===== config.mk =====
export PLATFORM = sky130hd
export DESIGN_NAME = softmax_exp_sum
export DESIGN_NICKNAME = d
export VERILOG_FILES = /design/src/rtl/softmax_exp_sum.sv
export SDC_FILE = /design/constraint.sdc
export NUM_CORES = 1
export LEC_CHECK = 0
export BUFFER_PORTS_ARGS = -buffer_cell sky130_fd_sc_hd__buf_2
export CELL_PAD_IN_SITES_DETAIL_PLACEMENT = 2
export CELL_PAD_IN_SITES_GLOBAL_PLACEMENT = 2
export CORE_ASPECT_RATIO = 0.9
export CORE_MARGIN = 5
export CORE_UTILIZATION = 37
export DETAILED_ROUTE_END_ITERATION = 8
export GPL_ROUTABILITY_DRIVEN = 0
export GPL_TIMING_DRIVEN = 0
export PLACE_DENSITY = 0.88
export SLEW_MARGIN = 30
export SYNTH_ARGS = -nofsm -noshare
export SYNTH_HDL_FRONTEND = slang
export SYNTH_SLANG_ARGS = --single-unit

===== constraint.sdc =====
create_clock -name clk -period 4.47 [get_ports clk]
set_input_delay 0.894 -clock clk [delete_from_list [all_inputs] [get_ports clk]]
set_output_delay 0.894 -clock clk [all_outputs]
set_load 0.005 [all_outputs]

===== src/rtl/softmax_exp_sum.sv =====
// softmax_exp_sum: second softmax pass. Computes e = 2^(-(max - x) / 2^STEP_LOG2)
// in Q0.16 for each element of a re-streamed int8 vector, streams e downstream
// and accumulates sum(e), presented once per vector.
// Optional feature macro: SOFTMAX_SUM_SAT_EN (saturating accumulator; default wraps).
module softmax_exp_sum #(
  parameter int STEP_LOG2 = 4,
  parameter int SUM_W     = 24
) (
  input  logic              clk,
  input  logic              rst,
  input  logic              start,
  input  logic signed [7:0] max_in,
  input  logic              din_valid,
  output logic              din_ready,
  input  logic signed [7:0] din,
  input  logic              din_last,
  output logic              exp_valid,
  input  logic              exp_ready,
  output logic [15:0]       exp_data,
  output logic              exp_last,
  output logic [SUM_W-1:0]  sum_out,
  output logic              sum_valid,
  output logic              busy
);

  typedef enum logic [1:0] {S_IDLE, S_RUN, S_DRAIN, S_DONE} state_t;

  state_t             state_q;
  logic               busy_q;
  logic               sum_valid_q;
  logic signed [7:0]  max_q;

  logic               vld_p1_q;
  logic [7:0]         idx_p1_q;
  logic               last_p1_q;
  logic               vld_p2_q;
  logic [15:0]        exp_data_q;
  logic               exp_last_q;

  logic [SUM_W-1:0]   sum_q;
  logic [SUM_W-1:0]   sum_d;
  logic [7:0]         idx_d;
  logic               adv;
  logic               in_hs;
  logic               out_hs;

  logic [15:0]        lut [256];

  // LUT entry: round(65535 * 2^(-d / 2^STEP_LOG2)), clipped to 16 bits.
  function automatic int lut_entry(input int d);
    real v;
    v = 65535.0 * (2.0 ** (-real'(d) / real'(2 ** STEP_LOG2))) + 0.5;
    if (v > 65535.0) v = 65535.0;
    if (v < 0.0) v = 0.0;
    return $rtoi(v);
  endfunction

  // Table index: max - x in 9-bit signed; a negative distance means the max
  // was stale or wrong, so treat the element as the max itself.
  function automatic logic [7:0] clamp_idx(input logic signed [7:0] m,
                                           input logic signed [7:0] x);
    logic signed [8:0] d;
    d = $signed({m[7], m}) - $signed({x[7], x});
    if (d < 0) return 8'd0;
    return d[7:0];
  endfunction

  // Accumulator add with one guard bit to detect overflow.
  function automatic logic [SUM_W-1:0] acc_add(input logic [SUM_W-1:0] a,
                                               input logic [15:0]      b);
    logic [SUM_W:0] s;
    s = {1'b0, a} + {{(SUM_W-15){1'b0}}, b};
`ifdef SOFTMAX_SUM_SAT_EN
    if (s[SUM_W]) return '1;
`endif
    return s[SUM_W-1:0];
  endfunction

  for (genvar g = 0; g < 256; g++) begin : g_lut
    assign lut[g] = 16'(lut_entry(g));
  end

  // Handshakes and the single pipeline advance enable.
  always_comb begin
    adv       = !vld_p2_q || exp_ready;
    din_ready = (state_q == S_RUN) && adv;
    in_hs     = din_valid && din_ready;
    out_hs    = vld_p2_q && exp_ready;
    idx_d     = clamp_idx(max_q, din);
    sum_d     = acc_add(sum_q, exp_data_q);
  end

  // Vector sequencing FSM; start aborts and re-arms from any state.
  always_ff @(posedge clk) begin
    if (rst) begin
      state_q     <= S_IDLE;
      busy_q      <= 1'b0;
      sum_valid_q <= 1'b0;
      max_q       <= '0;
    end else if (start) begin
      state_q     <= S_RUN;
      busy_q      <= 1'b1;
      sum_valid_q <= 1'b0;
      max_q       <= max_in;
    end else begin
      sum_valid_q <= 1'b0;
      case (state_q)
        S_IDLE: ;
        S_RUN: begin
          if (in_hs && din_last) state_q <= S_DRAIN;
        end
        S_DRAIN: begin
          if (out_hs && exp_last_q) begin
            state_q     <= S_DONE;
            sum_valid_q <= 1'b1;
          end
        end
        S_DONE: begin
          state_q <= S_IDLE;
          busy_q  <= 1'b0;
        end
        default: state_q <= S_IDLE;
      endcase
    end
  end

  // Stage 1 data: table index and last flag, captured on input handshake.
  always_ff @(posedge clk) begin
    if (in_hs) begin
      idx_p1_q  <= idx_d;
      last_p1_q <= din_last;
    end
  end

  // Stage 1 -> stage 2: valids shift on adv; stage 2 holds under backpressure.
  always_ff @(posedge clk) begin
    if (rst) begin
      vld_p1_q   <= 1'b0;
      vld_p2_q   <= 1'b0;
      exp_data_q <= '0;
      exp_last_q <= 1'b0;
    end else if (start) begin
      vld_p1_q <= 1'b0;
      vld_p2_q <= 1'b0;
    end else if (adv) begin
      vld_p1_q <= in_hs;
      vld_p2_q <= vld_p1_q;
      if (vld_p1_q) begin
        exp_data_q <= lut[idx_p1_q];
        exp_last_q <= last_p1_q;
      end
    end
  end

  // Sum of every exponent accepted downstream.
  always_ff @(posedge clk) begin
    if (rst || start) begin
      sum_q <= '0;
    end else if (out_hs) begin
      sum_q <= sum_d;
    end
  end

  assign exp_valid = vld_p2_q;
  assign exp_data  = exp_data_q;
  assign exp_last  = exp_last_q;
  assign sum_out   = sum_q;
  assign sum_valid = sum_valid_q;
  assign busy      = busy_q;

endmodule

==> results.md, run 1 <==
* Status: finished, final reports clean
* R2r setup slk at 400 ps
* Synthesized area per cell at 7.414 sq um
* Placed inst area at around 6600 sq um
* Max_slew headroom at 0.4037
* Static Leakage at between 2 and 3 nW
* Synthesized flop and latch total at 64
* CTS tree: built
* Clock Tree Root: clkbuf_16
* Port bufs at 65
* Die X at between 100 and 150 microns
* Final hold vios at 0
* Worst hold path class: reg2reg
* Post_cts resized at 0
* R2R Path Start: idx_p1_q[0]
* Core ar. at 15970 sq um
* Min Tclk post-route at 4072 ps
* Share of power burned in registers at 0.319
* Switching share of power at 0.3563
* Final period util at 0.9109
* Rows at 44
* Vias in the first global route at roughly 8.5k
* Worst Path Required at 4720 ps
* Max Freq at around 250 MHz
* Die area at 18770 sq um
* Clock Skew at 21.72 ps
* Gr ovfl total at 0
* Tot GR Track Use at 0.3565
* Final instance area at 6894 sq um
* Effective utilization at floorplan at 0.3738
* 1st-pass router iterations at 6
* DR WL/cell at around 31 microns
* Final setup vio count at 0
* Setup ws final at 398.3 ps
* Initial antenna violation count at 1
* Hold_sp: sum_out[23]
* Syn Nets at around 860
* Cell Area, Synth at 5968 sq um
* CTS Hold Buffers Added at 0
* NetSw at between 0.6 and 0.7 mW
* Drt initial violations at 1088
* Place WS at 773.9 ps
* Share of cells above drive strength 1 at 0.1454
* Met2 Use GR at 0.5821
* Worst VDD drop at 0.2092 mV
* Hold Path Sink: sum_out[23]
* Die height at around 130 microns
* PwrDens at 277.9 nW/um^2
* CP startpoint kind: flip-flop
* Crit path DAT at 4320 ps
* Int Pwr at 1.233 mW
* Post-CTS Setup Repair Bufs at 0
* Combinational share of power at 0.255
* Slew @ Worst Pin at ~890 ps
* Critical Setup Path Class: reg2reg
* Number of synthesized flops with an enable pin at 9
* Cell count after synthesis at 805
* Vias per cell at 7.154
* DRT Wirelength at 33610 microns
* Num CTS Buffers at 9
* Largest net degree at the start of global routing at 13
* I/O pin total at 67
* R2R depth at 10
* Clock power share at 0.426
* CTS H-tree depth at 3
* Setup TNS at 0 ps
* Crit Reg-Reg Endpoint: exp_data[8]
* Clk Latency, worst-skew pair at 370 ps
* Hold Path Stages at 2
* Crit-path max FO at 10
* GRT busiest layer: met2
* Seq/Total Area, Yosys at 0.2298
* Max_cap viols at 0
* Warnings from Yosys at 0
* RSZ-0062 raised after global routing: false
* Setup crit end kind: flip-flop
* Post-DRT Antenna Nets at 0
* Final #Nets at between 900 and 1k
* Slew Limit Fails at 0
* Routed vias at around 8k
* P&R area growth vs syn at 15.51%
* Main flop type after synthesis: dfxtp_1
* Clock-pin slew of the registers on the worst-case setup and hold paths at 60 ps
* Met3 GRT Util at 0.1215
* First-pass GRT wire length at 50760 microns
* Post-synth ARST share at 0
* Clock Sinks at 64
* Global routing usage on met1 at 0.4149
* Residual DRC at 0
* Clock buffer depth at 2
* Synth unique cells at 77
* Detail Placement HPWL at 22670 microns
[worst max path at each step]
stage / cells past startpoint / slack, ps / start / to
detailed placement: 10 / 770 / idx_p1_q[0] / exp_data[8]
CTS: 10 / 640 / idx_p1_q[0] / exp_data[8]
finish: 10 / 400 / idx_p1_q[0] / exp_data[8]
global placement: 5 / 680 / start / exp_data[1]
global route: 10 / 300 / idx_p1_q[0] / exp_data[4]
floorplan: 10 / 1790 / idx_p1_q[0] / exp_data[8]
[sequential cells by signal, summed over array words and instances (netlist names)]
signal     flops
exp_valid      1
idx_p1_q       8
sum_out       24
exp_last       1
busy           1
vld_p1_q       1
last_p1_q      1
exp_data      16
state_q        2
sum_valid      1
max_q          8
[power groups by stage]
stage          sequential (mW)  combinational [mW]  clock (mW)
2_1_floorplan            0.619               0.282           0
3_3_place_gp             0.621               0.414           0
3_5_place_dp             0.623               0.441           0
4_1_cts                  0.611               0.459       0.817
5_1_grt                  0.613               0.502       0.846
6_report                 0.611               0.489       0.816
[critical path, cell delays in order (launching register included)]
cell	delay, ps
edfxtp_1	450
clkbuf_1	570
inv_1	350
ha_1	380
clkbuf_1	480
and2_1	370
nor3_1	140
o31ai_1	580
mux4_2	370
o21ai_0	100
o211a_1	170
[Yosys cell counts, types with 4 or more instances]
master / number / area share
clkbuf_1: 34 / 0.021
nor2_1: 71 / 0.045
o311ai_0: 9 / 0.013
nor2b_1: 11 / 0.012
xnor2_1: 7 / 0.010
nand2_1: 74 / 0.047
a21oi_1: 67 / 0.056
nor3b_1: 5 / 0.0063
o2111ai_1: 6 / 0.0088
xor2_1: 4 / 0.0059
nor3_1: 30 / 0.025
mux2_2: 4 / 0.0075
nand3_1: 27 / 0.023
o41ai_1: 4 / 0.0059
and2_1: 9 / 0.0094
inv_1: 30 / 0.019
and3_1: 9 / 0.0094
edfxtp_1: 9 / 0.045
ha_1: 34 / 0.071
dfxtp_1: 55 / 0.18
o211ai_1: 17 / 0.021
a311oi_1: 9 / 0.013
mux2i_1: 18 / 0.030
nand4_1: 6 / 0.0063
a211o_1: 6 / 0.0088
buf_2: 22 / 0.018
a31oi_1: 16 / 0.017
a2111oi_0: 4 / 0.0059
o21a_1: 11 / 0.014
or3_1: 12 / 0.013
buf_1: 8 / 0.0050
a211oi_1: 11 / 0.014
nand2b_1: 12 / 0.013
o21ai_0: 56 / 0.047
nor4_1: 4 / 0.0042
o31ai_1: 9 / 0.011
nand3b_1: 4 / 0.0050
a21o_1: 13 / 0.016
[cell usage in the layout, fill, tap and decap left out, types with 7 or more instances in the layout]
| cell type | n |
|---|---|
| mux2i_1 | 18 |
| xnor2_1 | 7 |
| o211ai_1 | 17 |
| nor2b_1 | 11 |
| o311ai_0 | 9 |
| buf_1 | 8 |
| nor3_1 | 30 |
| dfxtp_1 | 55 |
| o31ai_1 | 9 |
| a311oi_1 | 9 |
| and3_1 | 9 |
| a211oi_1 | 11 |
| nand3_1 | 27 |
| nand2_1 | 74 |
| ha_1 | 34 |
| o21ai_0 | 56 |
| a21oi_1 | 67 |
| clkbuf_1 | 34 |
| a21o_1 | 13 |
| nor2_1 | 71 |
| nand2b_1 | 12 |
| a31oi_1 | 16 |
| clkbuf_16 | 9 |
| inv_1 | 30 |
| buf_2 | 87 |
| or3_1 | 12 |
| edfxtp_1 | 9 |
| and2_1 | 9 |
| o21a_1 | 11 |
[per-layer routing]
layer  part of all wire  vias to the layer above
li1                   -                     3185
met1               0.38                     3838
met2               0.45                      615
met3               0.11                      196
met4              0.055                        0
met5                  0                        -
[logic make-up (layout without fill, tap and decap cells)]
kind of cell | after synthesis | after routing | share of synthesized area
and+or+nand+nor | 294 | 294 | 0.2438
DFF | 64 | 64 | 0.2298
adders and majority gates | 36 | 36 | 0.07799
buffers and inverters | 95 | 177 | 0.06499
xor gates and xnor gates | 11 | 11 | 0.01614
muxes | 25 | 25 | 0.04905
other | 0 | 1 | 0
AOI/OAI and AO/OA | 280 | 280 | 0.3182
[area by class of cell]
cell class	count	area, sq um
inverter	30	112.6
tap	207	259.0
multi-input combinational	646	4220
timing repair buffer	66	332.8
fill	1887	9071
clock buffer	9	225.2
sequential	64	1371
clock inverter	7	95.09
buffer	65	275.3
antenna	1	2.502
[through the flow]
step | util | std cells | hold WS, ps | total power [mW]
finish | 0.4318 | 1095 | 487.4 | 1.916
global route | 0.4318 | 1095 | 524.6 | 1.962
CTS | 0.4313 | 1094 | 492.4 | 1.887
detailed placement | 0.4112 | 1078 | 476.8 | 1.064
global placement | 0.4104 | 1077 | 452.2 | 1.035
floorplan | - | 805 | 459.8 | 0.9011
Power figures use the tool's default switching activity.
==> run 2, diff against run 1 <==
==> config.mk (replaced) <==
export PLATFORM = sky130hd
export DESIGN_NAME = softmax_exp_sum
export DESIGN_NICKNAME = d
export VERILOG_FILES = /design/src/rtl/softmax_exp_sum.sv
export SDC_FILE = /design/constraint.sdc
export NUM_CORES = 1
export LEC_CHECK = 0
export CELL_PAD_IN_SITES_DETAIL_PLACEMENT = 2
export CELL_PAD_IN_SITES_GLOBAL_PLACEMENT = 2
export CORE_ASPECT_RATIO = 0.9
export CORE_MARGIN = 5
export CORE_UTILIZATION = 41
export DETAILED_ROUTE_END_ITERATION = 8
export DONT_BUFFER_PORTS = 1
export GPL_ROUTABILITY_DRIVEN = 0
export GPL_TIMING_DRIVEN = 0
export PLACE_DENSITY = 0.89
export SLEW_MARGIN = 30
export SYNTH_ARGS = -nofsm -noshare
export SYNTH_HDL_FRONTEND = slang
export SYNTH_SLANG_ARGS = --single-unit
==> run 2 against run 1 <==
Net effect:
- routed wire length shrank 4.6%
- clock power down 12%
- setup slack better by 7.2 ps
- clock-buffer cell count unchanged
- hold slack gained 17 ps
- register-to-register slack about the same
- utilization up 2.7 points
- fmax up 0.18%
- first-iteration DRC count fell by 22%
- die area down 9.1%
- flip-flop and latch count did not move
- via count down 4.6%
==> results.md, run 2 (synthesized netlist as in run 1, its figures left out) <==
* CTS H-tree depth at 3 (unchanged)
* Slew Limit Fails at 0 (unchanged)
* Post_cts resized at 0 (unchanged)
* Most frequent cells in the layout: nand2_1, nor2_1, a21oi_1, o21ai_0, dfxtp_1 (was buf_2, nand2_1, nor2_1, a21oi_1, o21ai_0)
* DR WL/cell at 31.61 microns (was 30.69 microns)
* Placed instance count at 998 (was 1078)
* Critical Setup Path Class: reg2reg (unchanged)
* I/O pin total at 67 (unchanged)
* Post-DRT Antenna Nets at 0 (unchanged)
* PwrDens at 276.3 nW/um^2 (was 277.9 nW/um^2)
* Clock buffer depth at 2 (unchanged)
* Clock Tree Root: clkbuf_16 (unchanged)
* P&R area growth vs syn at 8.826% (was 15.51%)
* Worst VDD drop at 0.2129 mV (was 0.2092 mV)
* Final period util at 0.9093 (was 0.9109)
* DRT Wirelength at 32050 microns (was 33610 microns)
* Tot GR Track Use at 0.3739 (was 0.3565)
* Final hold vios at 0 (unchanged)
* Max_cap viols at 0 (unchanged)
* Die X at 137.2 microns (was 143.9 microns)
* Final #Nets at 874 (was 940)
* Worst hold path class: reg2reg (unchanged)
* Static Leakage at 2.514 nW (was 2.871 nW)
* Setup crit end kind: flip-flop (unchanged)
* Gr ovfl total at 0 (unchanged)
* Port bufs at 0 (was 65)
* Rows at 41 (was 44)
* Final instance area at 6495 sq um (was 6894 sq um)
* Detail Placement HPWL at 22010 microns (was 22670 microns)
* Final setup vio count at 0 (unchanged)
* Clk Latency, worst-skew pair at 370 ps (about the same)
* Post-CTS Setup Repair Bufs at 0 (unchanged)
* Min Tclk post-route at 4065 ps (was 4072 ps)
* Max Freq at 246.0 MHz (was 245.6 MHz)
* R2r setup slk at 410 ps (was 400 ps)
* CTS Hold Buffers Added at 0 (unchanged)
* Slew @ Worst Pin at 887.7 ps (was 885.1 ps)
* R2R depth at 10 (unchanged)
* Placed inst area at 6215 sq um (was 6565 sq um)
* Multi-input gate area at 4214 sq um (was 4220 sq um)
* Vias in the first global route at 8207 (was 8489)
* Max_slew headroom at 0.4056 (was 0.4037)
* Worst Path Required at 4730 ps (was 4720 ps)
* Largest net degree at the start of global routing at 14 (was 13)
* Most common cell after layout, fill and taps aside: nand2_1 (was buf_2)
* Status: finished, final reports clean (unchanged)
* Residual DRC at 0 (unchanged)
* Crit path DAT at 4330 ps (was 4320 ps)
* Clock-pin slew of the registers on the worst-case setup and hold paths at 60 ps (about the same)
* Core ar. at 14160 sq um (was 15970 sq um)
* Routed vias at 7472 (was 7834)
* Drt initial violations at 845 (was 1088)
* Clock Skew at 6.910 ps (was 21.72 ps)
* Post-route insts no fill at 1014 (was 1095)
* # fillers at 1629 (was 1887)
* CP Launch Point: idx_p1_q[0] (unchanged)
* Die area at 17070 sq um (was 18770 sq um)
* Share of cells above drive strength 1 at 0.07552 (was 0.1454)
* RSZ-0062 raised after global routing: false (unchanged)
* Clock Sinks at 64 (unchanged)
* Setup TNS at 0 ps (unchanged)
* 1st-pass router iterations at 7 (was 6)
* Vias per cell at 7.369 (was 7.154)
* CP startpoint kind: flip-flop (unchanged)
* Crit-path max FO at 10 (unchanged)
* Effective utilization at floorplan at 0.4215 (was 0.3738)
* Initial antenna violation count at 0 (was 1)
* Num CTS Buffers at 9 (unchanged)
* First-pass GRT wire length at 49180 microns (was 50760 microns)
* Largest register FFs at 24 (unchanged)
* Antenna diodes at 0 (was 1)
* Die height at 124.5 microns (was 130.5 microns)
* Sequential Area at 1371 sq um (unchanged)
* CTS tree: built (unchanged)
* Critical Path End: exp_data[8] (unchanged)
* Crit Reg-Reg Endpoint: exp_data[8] (unchanged)
* R2R Path Start: idx_p1_q[0] (unchanged)
[run 2: cell types whose count changed in the layout (fill, tap and decap cells not counted), sizes merged]
cell	delta
diode	-1
buf	-66
bufinv	-2
clkinvlp	+1
inv	+1
[run 2: cell type report]
type                            instances  share of cell area
Inverter                               30             0.01734
Multi-Input combinational cell        646              0.6488
Clock inverter                          7            0.008476
Sequential cell                        64              0.2111
Clock buffer                            9             0.03468
Buffer                                 65             0.04238
Tap cell                              193             0.03718
[run 2: worst min path at each step]
| stage | end | cells after the start | startpoint | slack (ps) |
|---|---|---|---|---|
| 2_1_floorplan | sum_out[23] | 2 | sum_out[23] | 460 |
| 3_3_place_gp | sum_out[3] | 2 | sum_out[3] | 480 |
| 3_5_place_dp | sum_out[23] | 2 | sum_out[23] | 500 |
| 4_1_cts | sum_out[23] | 2 | sum_out[23] | 510 |
| 5_1_grt | sum_out[3] | 2 | sum_out[3] | 550 |
| 6_report | sum_out[23] | 2 | sum_out[23] | 500 |
[run 2: worst max-delay path, cell delays in order (launching register included)]
cell and delay (ps):
edfxtp_1 470, clkbuf_1 560, inv_1 350, ha_1 370
clkbuf_1 390, and2_1 410, nor3_1 160, o31ai_1 600
mux4_2 370, o21ai_0 100, o211a_1 170
[run 2: where the power goes]
part / switching, mW / total (mW) / internal (mW)
Sequential: 0.0127 / 0.612 / 0.599
Clock: 0.334 / 0.714 / 0.380
Combinational: 0.332 / 0.468 / 0.136
Total: 0.679 / 1.79 / 1.12
[run 2: per-stage QoR]
step / setup slack [ps] / total power, mW / hold WS [ps] / util
floorplan: 1792 / 0.9011 / 459.8 / -
global placement: 863.9 / 1.023 / 478.9 / 0.4386
detailed placement: 723.4 / 1.051 / 503.3 / 0.4389
CTS: 646.4 / 1.761 / 509.4 / 0.4587
global route: 346.6 / 1.828 / 555.0 / 0.4587
finish: 405.4 / 1.794 / 504.2 / 0.4587
[run 2: metal layers]
metal	vias up	wire, microns	GRT usage
li1	3051	-	-
met1	3646	12150	0.4528
met2	603	14280	0.5728
met3	172	3801	0.1232
met4	0	1823	0.2171
met5	-	0	0
